[src/rtl/pipe_hazard_ctrl_pkg.sv]
// Shared types and constants for the pipeline stall/flush sequencer.
package pipe_ctrl_pkg;

    typedef enum logic {CTRL_RUN, CTRL_PEND} ctrl_state_e;

    typedef struct packed {
        logic stall;
        logic flush;
    } stage_ctrl_t;

    localparam int unsigned REG_ZERO = 0;

    // A flushed register takes a bubble, so its stall is irrelevant.
    function automatic logic eff_stall(stage_ctrl_t s);
        return s.stall & ~s.flush;
    endfunction

endpackage

[src/rtl/pipe_hazard_ctrl_if.sv]
// Hazard inputs from the pipeline and the per-stage control outputs back to it.
interface pipe_hazard_ctrl_if #(
    parameter int unsigned REG_AW = 5,
    parameter int unsigned PC_W   = 32
);
    logic [REG_AW-1:0] id_rs;
    logic [REG_AW-1:0] id_rt;
    logic              id_use_rs;
    logic              id_use_rt;
    logic [REG_AW-1:0] ex_rd;
    logic              ex_mem_read;
    logic              ex_redirect;
    logic [PC_W-1:0]   ex_target;
    logic              if_busy;
    logic              mem_busy;
    logic              md_busy;

    logic              pc_stall;
    logic              pc_load;
    logic [PC_W-1:0]   pc_target;
    logic              ifid_stall;
    logic              ifid_flush;
    logic              idex_stall;
    logic              idex_flush;
    logic              exmem_stall;
    logic              exmem_flush;
    logic              memwb_flush;

    modport master (
        output id_rs, id_rt, id_use_rs, id_use_rt, ex_rd, ex_mem_read,
               ex_redirect, ex_target, if_busy, mem_busy, md_busy,
        input  pc_stall, pc_load, pc_target, ifid_stall, ifid_flush,
               idex_stall, idex_flush, exmem_stall, exmem_flush, memwb_flush
    );

    modport slave (
        input  id_rs, id_rt, id_use_rs, id_use_rt, ex_rd, ex_mem_read,
               ex_redirect, ex_target, if_busy, mem_busy, md_busy,
        output pc_stall, pc_load, pc_target, ifid_stall, ifid_flush,
               idex_stall, idex_flush, exmem_stall, exmem_flush, memwb_flush
    );

endinterface

[src/rtl/pipe_hazard_ctrl_stall_watchdog.sv]
// Counts consecutive stall cycles (saturating) and raises a sticky error at the limit.
module stall_watchdog #(
    parameter int unsigned WDOG_W = 16
) (
    input  logic clk,
    input  logic rst,
    input  logic stall,
    output logic err
);
    localparam logic [WDOG_W-1:0] CNT_MAX = '1;

    logic [WDOG_W-1:0] cnt;

    always_ff @(posedge clk or posedge rst) begin
        if (rst) begin
            cnt <= '0;
            err <= 1'b0;
        end else if (stall) begin
            if (cnt != CNT_MAX) cnt <= cnt + 1'b1;
            // Error lands on the same edge the count reaches the limit.
            if (cnt >= CNT_MAX - WDOG_W'(1)) err <= 1'b1;
        end else begin
            cnt <= '0;
        end
    end

endmodule

[src/rtl/pipe_hazard_ctrl.sv]
// Central stall/flush sequencer: merges load-use, redirect and busy hazards into stage controls.
module pipe_hazard_ctrl
    import pipe_ctrl_pkg::*;
#(
    parameter int unsigned REG_AW  = 5,
    parameter int unsigned PC_W    = 32,
    parameter int unsigned WDOG_W  = 16,
    parameter int unsigned STCNT_W = 32
) (
    input  logic               clk,
    input  logic               rst,
    pipe_hazard_ctrl_if.slave  bus,
    output logic [STCNT_W-1:0] stall_cycles,
    output logic               wdog_err
);
    ctrl_state_e     state_q, state_d;
    logic [PC_W-1:0] pend_q;
    logic            latch_en;
    logic            load_use;
    logic            pc_stall, pc_load;
    logic [PC_W-1:0] pc_target;
    stage_ctrl_t     ifid, idex, exmem, memwb;

    assign load_use = bus.ex_mem_read && (bus.ex_rd != REG_AW'(REG_ZERO)) &&
                      ((bus.id_use_rs && bus.id_rs == bus.ex_rd) ||
                       (bus.id_use_rt && bus.id_rt == bus.ex_rd));

    always_comb begin
        state_d   = state_q;
        latch_en  = 1'b0;
        pc_stall  = 1'b0;
        pc_load   = 1'b0;
        pc_target = '0;
        ifid      = '0;
        idex      = '0;
        exmem     = '0;
        memwb     = '0;
        if (state_q == CTRL_PEND) begin
            pc_stall   = 1'b1;
            ifid.flush = 1'b1;
            if (bus.mem_busy) begin
                idex.stall  = 1'b1;
                exmem.stall = 1'b1;
                memwb.flush = 1'b1;
            end else if (bus.md_busy) begin
                idex.stall  = 1'b1;
                exmem.flush = 1'b1;
            end else if (bus.ex_redirect) begin
                idex.flush = 1'b1;
                latch_en   = 1'b1;
            end
            // A redirect resolving in the exit cycle is the newest target.
            if (!bus.if_busy && !bus.mem_busy) begin
                pc_stall  = 1'b0;
                pc_load   = 1'b1;
                pc_target = latch_en ? bus.ex_target : pend_q;
                state_d   = CTRL_RUN;
            end
        end else if (bus.mem_busy) begin
            pc_stall    = 1'b1;
            ifid.stall  = 1'b1;
            idex.stall  = 1'b1;
            exmem.stall = 1'b1;
            memwb.flush = 1'b1;
        end else if (bus.md_busy) begin
            pc_stall    = 1'b1;
            ifid.stall  = 1'b1;
            idex.stall  = 1'b1;
            exmem.flush = 1'b1;
        end else if (bus.ex_redirect) begin
            ifid.flush = 1'b1;
            idex.flush = 1'b1;
            if (bus.if_busy) begin
                pc_stall = 1'b1;
                latch_en = 1'b1;
                state_d  = CTRL_PEND;
            end else begin
                pc_load   = 1'b1;
                pc_target = bus.ex_target;
            end
        end else if (load_use) begin
            pc_stall   = 1'b1;
            ifid.stall = 1'b1;
            idex.flush = 1'b1;
        end else if (bus.if_busy) begin
            pc_stall   = 1'b1;
            ifid.flush = 1'b1;
        end
        if (rst) begin
            pc_stall  = 1'b0;
            pc_load   = 1'b0;
            pc_target = '0;
            ifid      = '0;
            idex      = '0;
            exmem     = '0;
            memwb     = '0;
        end
    end

    assign bus.pc_stall    = pc_stall;
    assign bus.pc_load     = pc_load;
    assign bus.pc_target   = pc_target;
    assign bus.ifid_stall  = eff_stall(ifid);
    assign bus.ifid_flush  = ifid.flush;
    assign bus.idex_stall  = eff_stall(idex);
    assign bus.idex_flush  = idex.flush;
    assign bus.exmem_stall = eff_stall(exmem);
    assign bus.exmem_flush = exmem.flush;
    assign bus.memwb_flush = memwb.flush;

    always_ff @(posedge clk or posedge rst) begin
        if (rst) begin
            state_q      <= CTRL_RUN;
            pend_q       <= '0;
            stall_cycles <= '0;
        end else begin
            state_q <= state_d;
            if (latch_en) pend_q <= bus.ex_target;
            if (pc_stall) stall_cycles <= stall_cycles + 1'b1;
        end
    end

    stall_watchdog #(.WDOG_W(WDOG_W)) u_wdog (
        .clk   (clk),
        .rst   (rst),
        .stall (pc_stall),
        .err   (wdog_err)
    );

endmodule

[src/flat_wrapper.sv]
// flat-port wrapper written by rule: the top's interface ports become plain ports
module pipe_hazard_ctrl_flat import pipe_ctrl_pkg::*;
#(
    parameter int unsigned REG_AW  = 5,
    parameter int unsigned PC_W    = 32,
    parameter int unsigned WDOG_W  = 16,
    parameter int unsigned STCNT_W = 32
)
  (clk, rst, stall_cycles, wdog_err, bus_id_rs, bus_id_rt, bus_id_use_rs, bus_id_use_rt, bus_ex_rd, bus_ex_mem_read, bus_ex_redirect, bus_ex_target, bus_if_busy, bus_mem_busy, bus_md_busy, bus_pc_stall, bus_pc_load, bus_pc_target, bus_ifid_stall, bus_ifid_flush, bus_idex_stall, bus_idex_flush, bus_exmem_stall, bus_exmem_flush, bus_memwb_flush);
  pipe_hazard_ctrl_if #(.REG_AW(REG_AW), .PC_W(PC_W)) bus_i ();
  input  logic clk;
  input  logic rst;
  output logic [STCNT_W-1:0] stall_cycles;
  output logic wdog_err;
  input wire logic [$bits(bus_i.id_rs)-1:0] bus_id_rs;
  input wire logic [$bits(bus_i.id_rt)-1:0] bus_id_rt;
  input wire logic [$bits(bus_i.id_use_rs)-1:0] bus_id_use_rs;
  input wire logic [$bits(bus_i.id_use_rt)-1:0] bus_id_use_rt;
  input wire logic [$bits(bus_i.ex_rd)-1:0] bus_ex_rd;
  input wire logic [$bits(bus_i.ex_mem_read)-1:0] bus_ex_mem_read;
  input wire logic [$bits(bus_i.ex_redirect)-1:0] bus_ex_redirect;
  input wire logic [$bits(bus_i.ex_target)-1:0] bus_ex_target;
  input wire logic [$bits(bus_i.if_busy)-1:0] bus_if_busy;
  input wire logic [$bits(bus_i.mem_busy)-1:0] bus_mem_busy;
  input wire logic [$bits(bus_i.md_busy)-1:0] bus_md_busy;
  output wire logic [$bits(bus_i.pc_stall)-1:0] bus_pc_stall;
  output wire logic [$bits(bus_i.pc_load)-1:0] bus_pc_load;
  output wire logic [$bits(bus_i.pc_target)-1:0] bus_pc_target;
  output wire logic [$bits(bus_i.ifid_stall)-1:0] bus_ifid_stall;
  output wire logic [$bits(bus_i.ifid_flush)-1:0] bus_ifid_flush;
  output wire logic [$bits(bus_i.idex_stall)-1:0] bus_idex_stall;
  output wire logic [$bits(bus_i.idex_flush)-1:0] bus_idex_flush;
  output wire logic [$bits(bus_i.exmem_stall)-1:0] bus_exmem_stall;
  output wire logic [$bits(bus_i.exmem_flush)-1:0] bus_exmem_flush;
  output wire logic [$bits(bus_i.memwb_flush)-1:0] bus_memwb_flush;
  assign bus_i.id_rs = bus_id_rs;
  assign bus_i.id_rt = bus_id_rt;
  assign bus_i.id_use_rs = bus_id_use_rs;
  assign bus_i.id_use_rt = bus_id_use_rt;
  assign bus_i.ex_rd = bus_ex_rd;
  assign bus_i.ex_mem_read = bus_ex_mem_read;
  assign bus_i.ex_redirect = bus_ex_redirect;
  assign bus_i.ex_target = bus_ex_target;
  assign bus_i.if_busy = bus_if_busy;
  assign bus_i.mem_busy = bus_mem_busy;
  assign bus_i.md_busy = bus_md_busy;
  assign bus_pc_stall = bus_i.pc_stall;
  assign bus_pc_load = bus_i.pc_load;
  assign bus_pc_target = bus_i.pc_target;
  assign bus_ifid_stall = bus_i.ifid_stall;
  assign bus_ifid_flush = bus_i.ifid_flush;
  assign bus_idex_stall = bus_i.idex_stall;
  assign bus_idex_flush = bus_i.idex_flush;
  assign bus_exmem_stall = bus_i.exmem_stall;
  assign bus_exmem_flush = bus_i.exmem_flush;
  assign bus_memwb_flush = bus_i.memwb_flush;
  pipe_hazard_ctrl #(.REG_AW(REG_AW), .PC_W(PC_W), .WDOG_W(WDOG_W), .STCNT_W(STCNT_W)) u_core (.clk(clk), .rst(rst), .bus(bus_i), .stall_cycles(stall_cycles), .wdog_err(wdog_err));
endmodule
[config.mk]
export PLATFORM = sky130hd
export DESIGN_NAME = pipe_hazard_ctrl_flat
export DESIGN_NICKNAME = d
export VERILOG_FILES = /design/src/rtl/pipe_hazard_ctrl_pkg.sv /design/src/rtl/pipe_hazard_ctrl_if.sv /design/src/rtl/pipe_hazard_ctrl_stall_watchdog.sv /design/src/rtl/pipe_hazard_ctrl.sv /design/src/flat_wrapper.sv
export SDC_FILE = /design/constraint.sdc
export NUM_CORES = 1
export LEC_CHECK = 0
export BUFFER_PORTS_ARGS = -buffer_cell sky130_fd_sc_hd__buf_4
export CAP_MARGIN = 5
export CORE_MARGIN = 2
export CORE_UTILIZATION = 28
export DETAILED_ROUTE_END_ITERATION = 6
export PLACE_DENSITY = 0.52
export SETUP_SLACK_MARGIN = 0.3
export SYNTH_ARGS = -nofsm -noshare
export SYNTH_HDL_FRONTEND = slang
export SYNTH_HIERARCHICAL = 1
export SYNTH_SLANG_ARGS = --single-unit
[constraint.sdc]
create_clock -name clk -period 7.52 [get_ports clk]
set_input_delay 0.376 -clock clk [delete_from_list [all_inputs] [get_ports clk]]
set_output_delay 0.376 -clock clk [all_outputs]
set_load 0.01 [all_outputs]
==> out/metrics.csv <==
stage,metric,value,unit
final_layout,Diodes inserted,0,
final_layout,non-filler cells in the finished layout,800,
synthesis,"Warnings, synthesis",6,
routing,DR iter-0 viols,178,
worst_setup_path,RR Startpoint,u_core/state_q$_DFF_PP0_,
synthesis,syn nets,513,
synthesis,Post-synth EDFFs,0,
routing,DRC viols,0,
worst_setup_path,CP dominant cell by count,buf_4,
global_route,vias in the first global route,3734,
routing,post-route ant nets,0,
pwr,Sequential Power Share,43.2,%
place,post-placement cell count,784,
clock_network,# hold bufs at CTS,0,
global_route,largest net degree at the start of global routing,68,
global_route,gr ovfl total,0,
synthesis,Adder-Cell Fraction of Synth Area,0.843,%
worst_setup_path,cell family with most CP delay,buffers and inverters,
routing,met2 WL,5150,microns
sta,Max Fclk,0.362,GHz
clock_network,htree depth,3,
floorplan,die area,0.0169,sq mm
worst_hold_path,Hold Crit Class,in2async,
pwr,Worst VDD drop,0.129,mV
synthesis,share of the synthesized area in the top cell type,46.1,%
pwr,Pwr Density,222,mW/mm^2
pwr,Pint,0.950,mW
worst_setup_path,CP cell instances,"buf_4, or4_1, o21a_1, a32oi_4, buf_4, inv_1, buf_4",
global_route,first-pass GRT wire length,18500,microns
global_route,GRT Overall Usage,13.9,%
worst_setup_path,worst-path maximum fanout,33,
routing,routed wl met3,829,microns
sta,Worst Clk Skew,6.47,ps
clock_network,CTS Buf Count,9,
worst_setup_path,Critical Path AT,2390,ps
worst_setup_path,critical path type,in2out,
final_layout,"Net count, final",638,
synthesis,cell taking the most area after synthesis,dfrtp_1,
sta,max-slew violation count,0,
pwr,clock group share of total power,36.5,%
run_status,status,"complete, no violations",
routing,DR vias,3816,
synthesis,simple-gate area share of the yosys netlist,23.5,%
synthesis,xor and xnor fraction of the mapped netlist area,8.65,%
synthesis,Post-synth top cells,"nand2_1 (88), dfrtp_1 (82), a21oi_1 (38), mux2_2 (33), xor2_1 (27)",
clock_network,Post-CTS Resized,0,
clock_network,clock sink count,82,
synthesis,"Distinct cells, synth",52,
worst_setup_path,FF-to-FF End,u_core/u_wdog/cnt[6]$_DFFE_PP0P_,
sta,total negative slack,0,ps
place,IO Port Bufs,129,
worst_setup_path,CP max stage delay,530,ps
floorplan,Die W,130,microns
routing,uppermost layer routed,met4,
worst_setup_path,WP buf/inv,4,
final_layout,Final Util,37.9,%
worst_setup_path,Reg2Reg Depth,6,
place,HPWL Detailed,8120,microns
pwr,leakage power,2.70,nW
worst_setup_path,critical path depth in cells,7,
clock_network,clk buf depth,2,
routing,drt via density,4.77,
synthesis,synthesized area,0.00445,sq mm
pwr,P_sw,0.375,mW
worst_setup_path,CP startpoint kind,primary input,
pwr,Design Power,1.33,mW
sta,slew margin rel.,27.3,%
worst_setup_path,nature of the critical path endpoint,primary output,
clock_network,CTS Root Buffer Type,clkbuf_16,
clock_network,Worst-path clk slew,60,ps
sta,RSZ-0062 raised after global routing,false,
synthesis,flip-flop and latch count after synthesis,82,
synthesis,post-synthesis sequential area ratio,46.1,%
sta,setup violators final,0,
flow_run,max_cap viols,0,
synthesis,ranking of synthesized cells by area,"dfrtp_1 (46%), mux2_2 (8.3%), nand2_1 (7.4%)",
worst_setup_path,Worst Path Required,7140,ps
routing,routed len/inst,14.5,microns
sta,final hold viol count,0,
synthesis,multiplexer share of the synthesized area,8.79,%
clock_network,# Post-CTS Setup Buffers,0,
final_layout,layout cells sized above 1,35.1,%
final_layout,Syn-to-layout area delta,33.9,%
synthesis,"Avg Cell Area, Syn",9.81,sq um
synthesis,Async SR Flop Fraction,100,%
global_route,initial antenna violation count,0,
pwr,Gate power share,20.3,%
routing,Total Wirelength,11600,microns
sta,worst slew pin tran,1090,ps
synthesis,Compound-Gate Fraction of Synth Area,8.94,%
synthesis,top-count cell post-synth,nand2_1,
sta,WHS,227,ps
synthesis,largest family of logic cells by synthesized area,simple AND/OR/NAND/NOR gates,
floorplan,Ports,130,
floorplan,core area,0.0157,sq mm
floorplan,Die H,130,microns
synthesis,Post-Synthesis Cells,454,
routing,met1 WL,5380,microns
clock_network,CTS tree,yes,
routing,DR pass1 iterations,4,
clock_network,clock latency on the worst-skew pair,340,ps
worst_setup_path,R2R Setup Slk,5140,ps
floorplan,FP Rows,46,
synthesis,Synth Flop Type,dfrtp_1,
pwr,Switching Share,28.3,%
worst_setup_path,CP max-delay cell,or4_1,
place,GP Congestion,0.817,
floorplan,Initial Util,28.3,%
sta,crit share post-route,36.8,%
sta,final worst path period need,2760,ps
-- flip-flops by register name (all words and copies together), names as in the netlist --
name                 count
u_core/pend_q           32
u_core/state_q           1
u_core/u_wdog/cnt       16
u_core/u_wdog/err        1
u_core/stall_cycles     32
-- routing by layer --
| metal | vias to the layer above | global-route usage [%] |
|---|---|---|
| li1 | 1838 | - |
| met1 | 1837 | 18.5 |
| met2 | 126 | 21.6 |
| met3 | 15 | 3.28 |
| met4 | 0 | 6.01 |
| met5 | - | 0 |
-- area by class of cell --
class	count	area, sq um
Clock inverter	6	90.1
Timing Repair Buffer	134	1010
Multi-Input combinational cell	341	2260
Sequential cell	82	2050
Clock buffer	10	239
Fill cell	1588	9750
Inverter	11	41.3
Tap cell	216	270
-- logic make-up after synthesis --
group / count (synthesis)
compound gates: 64
xor+xnor: 44
fa+ha+maj: 3
buf+inv: 31
flops: 82
mux: 35
simple gates: 195
-- power by group through the flow --
stage / Combinational (mW) / Clock [mW] / Sequential (mW)
2_1_floorplan: 0.146 / 0 / 0.581
3_3_place_gp: 0.266 / 0 / 0.577
3_5_place_dp: 0.273 / 0 / 0.581
4_1_cts: 0.274 / 0.501 / 0.573
5_1_grt: 0.297 / 0.518 / 0.584
6_report: 0.269 / 0.483 / 0.573
-- metrics by stage --
| stage | instance area (sq um) | setup slack (ps) |
|---|---|---|
| detailed placement | 5630 | 4730 |
| finish | 5960 | 4760 |
| floorplan | 4450 | 4360 |
| global route | 5960 | 4540 |
| global placement | 5630 | 4820 |
| CTS | 5960 | 4740 |
-- worst max-delay path by stage --
stage                                        to         start  slack [ps]
6_report                           bus_pc_stall  bus_ex_rd[1]        4760
5_1_grt                       bus_pc_target[25]   bus_md_busy        4540
4_1_cts                            bus_pc_stall  bus_ex_rd[1]        4740
3_5_place_dp   u_core/u_wdog/cnt[6]$_DFFE_PP0P_  bus_ex_rd[1]        4730
3_3_place_gp                       bus_pc_stall  bus_ex_rd[1]        4820
2_1_floorplan                 bus_pc_target[22]           rst        4360
-- layout by cell type (no fill, tap or decap), types with 3 or more instances in the layout --
cell type / Yosys / final
nand3_1: 17 / 17
o21a_1: 3 / 3
dfrtp_1: 82 / 82
xor2_1: 27 / 27
nand4_1: 7 / 7
clkbuf_16: 0 / 9
nor2b_1: 3 / 3
o21ai_0: 7 / 7
nor3_1: 22 / 22
a31oi_1: 3 / 3
nand4_4: 3 / 3
nor4b_1: 4 / 4
nor4_1: 5 / 5
nand2_1: 88 / 88
nor3b_1: 3 / 3
or4_1: 3 / 3
buf_4: 0 / 134
a21oi_1: 38 / 37
xnor2_1: 17 / 17
ha_1: 3 / 3
and3_1: 3 / 3
inv_1: 11 / 10
nor2_1: 17 / 16
mux2_2: 33 / 33
Power figures use the tool's default switching activity.
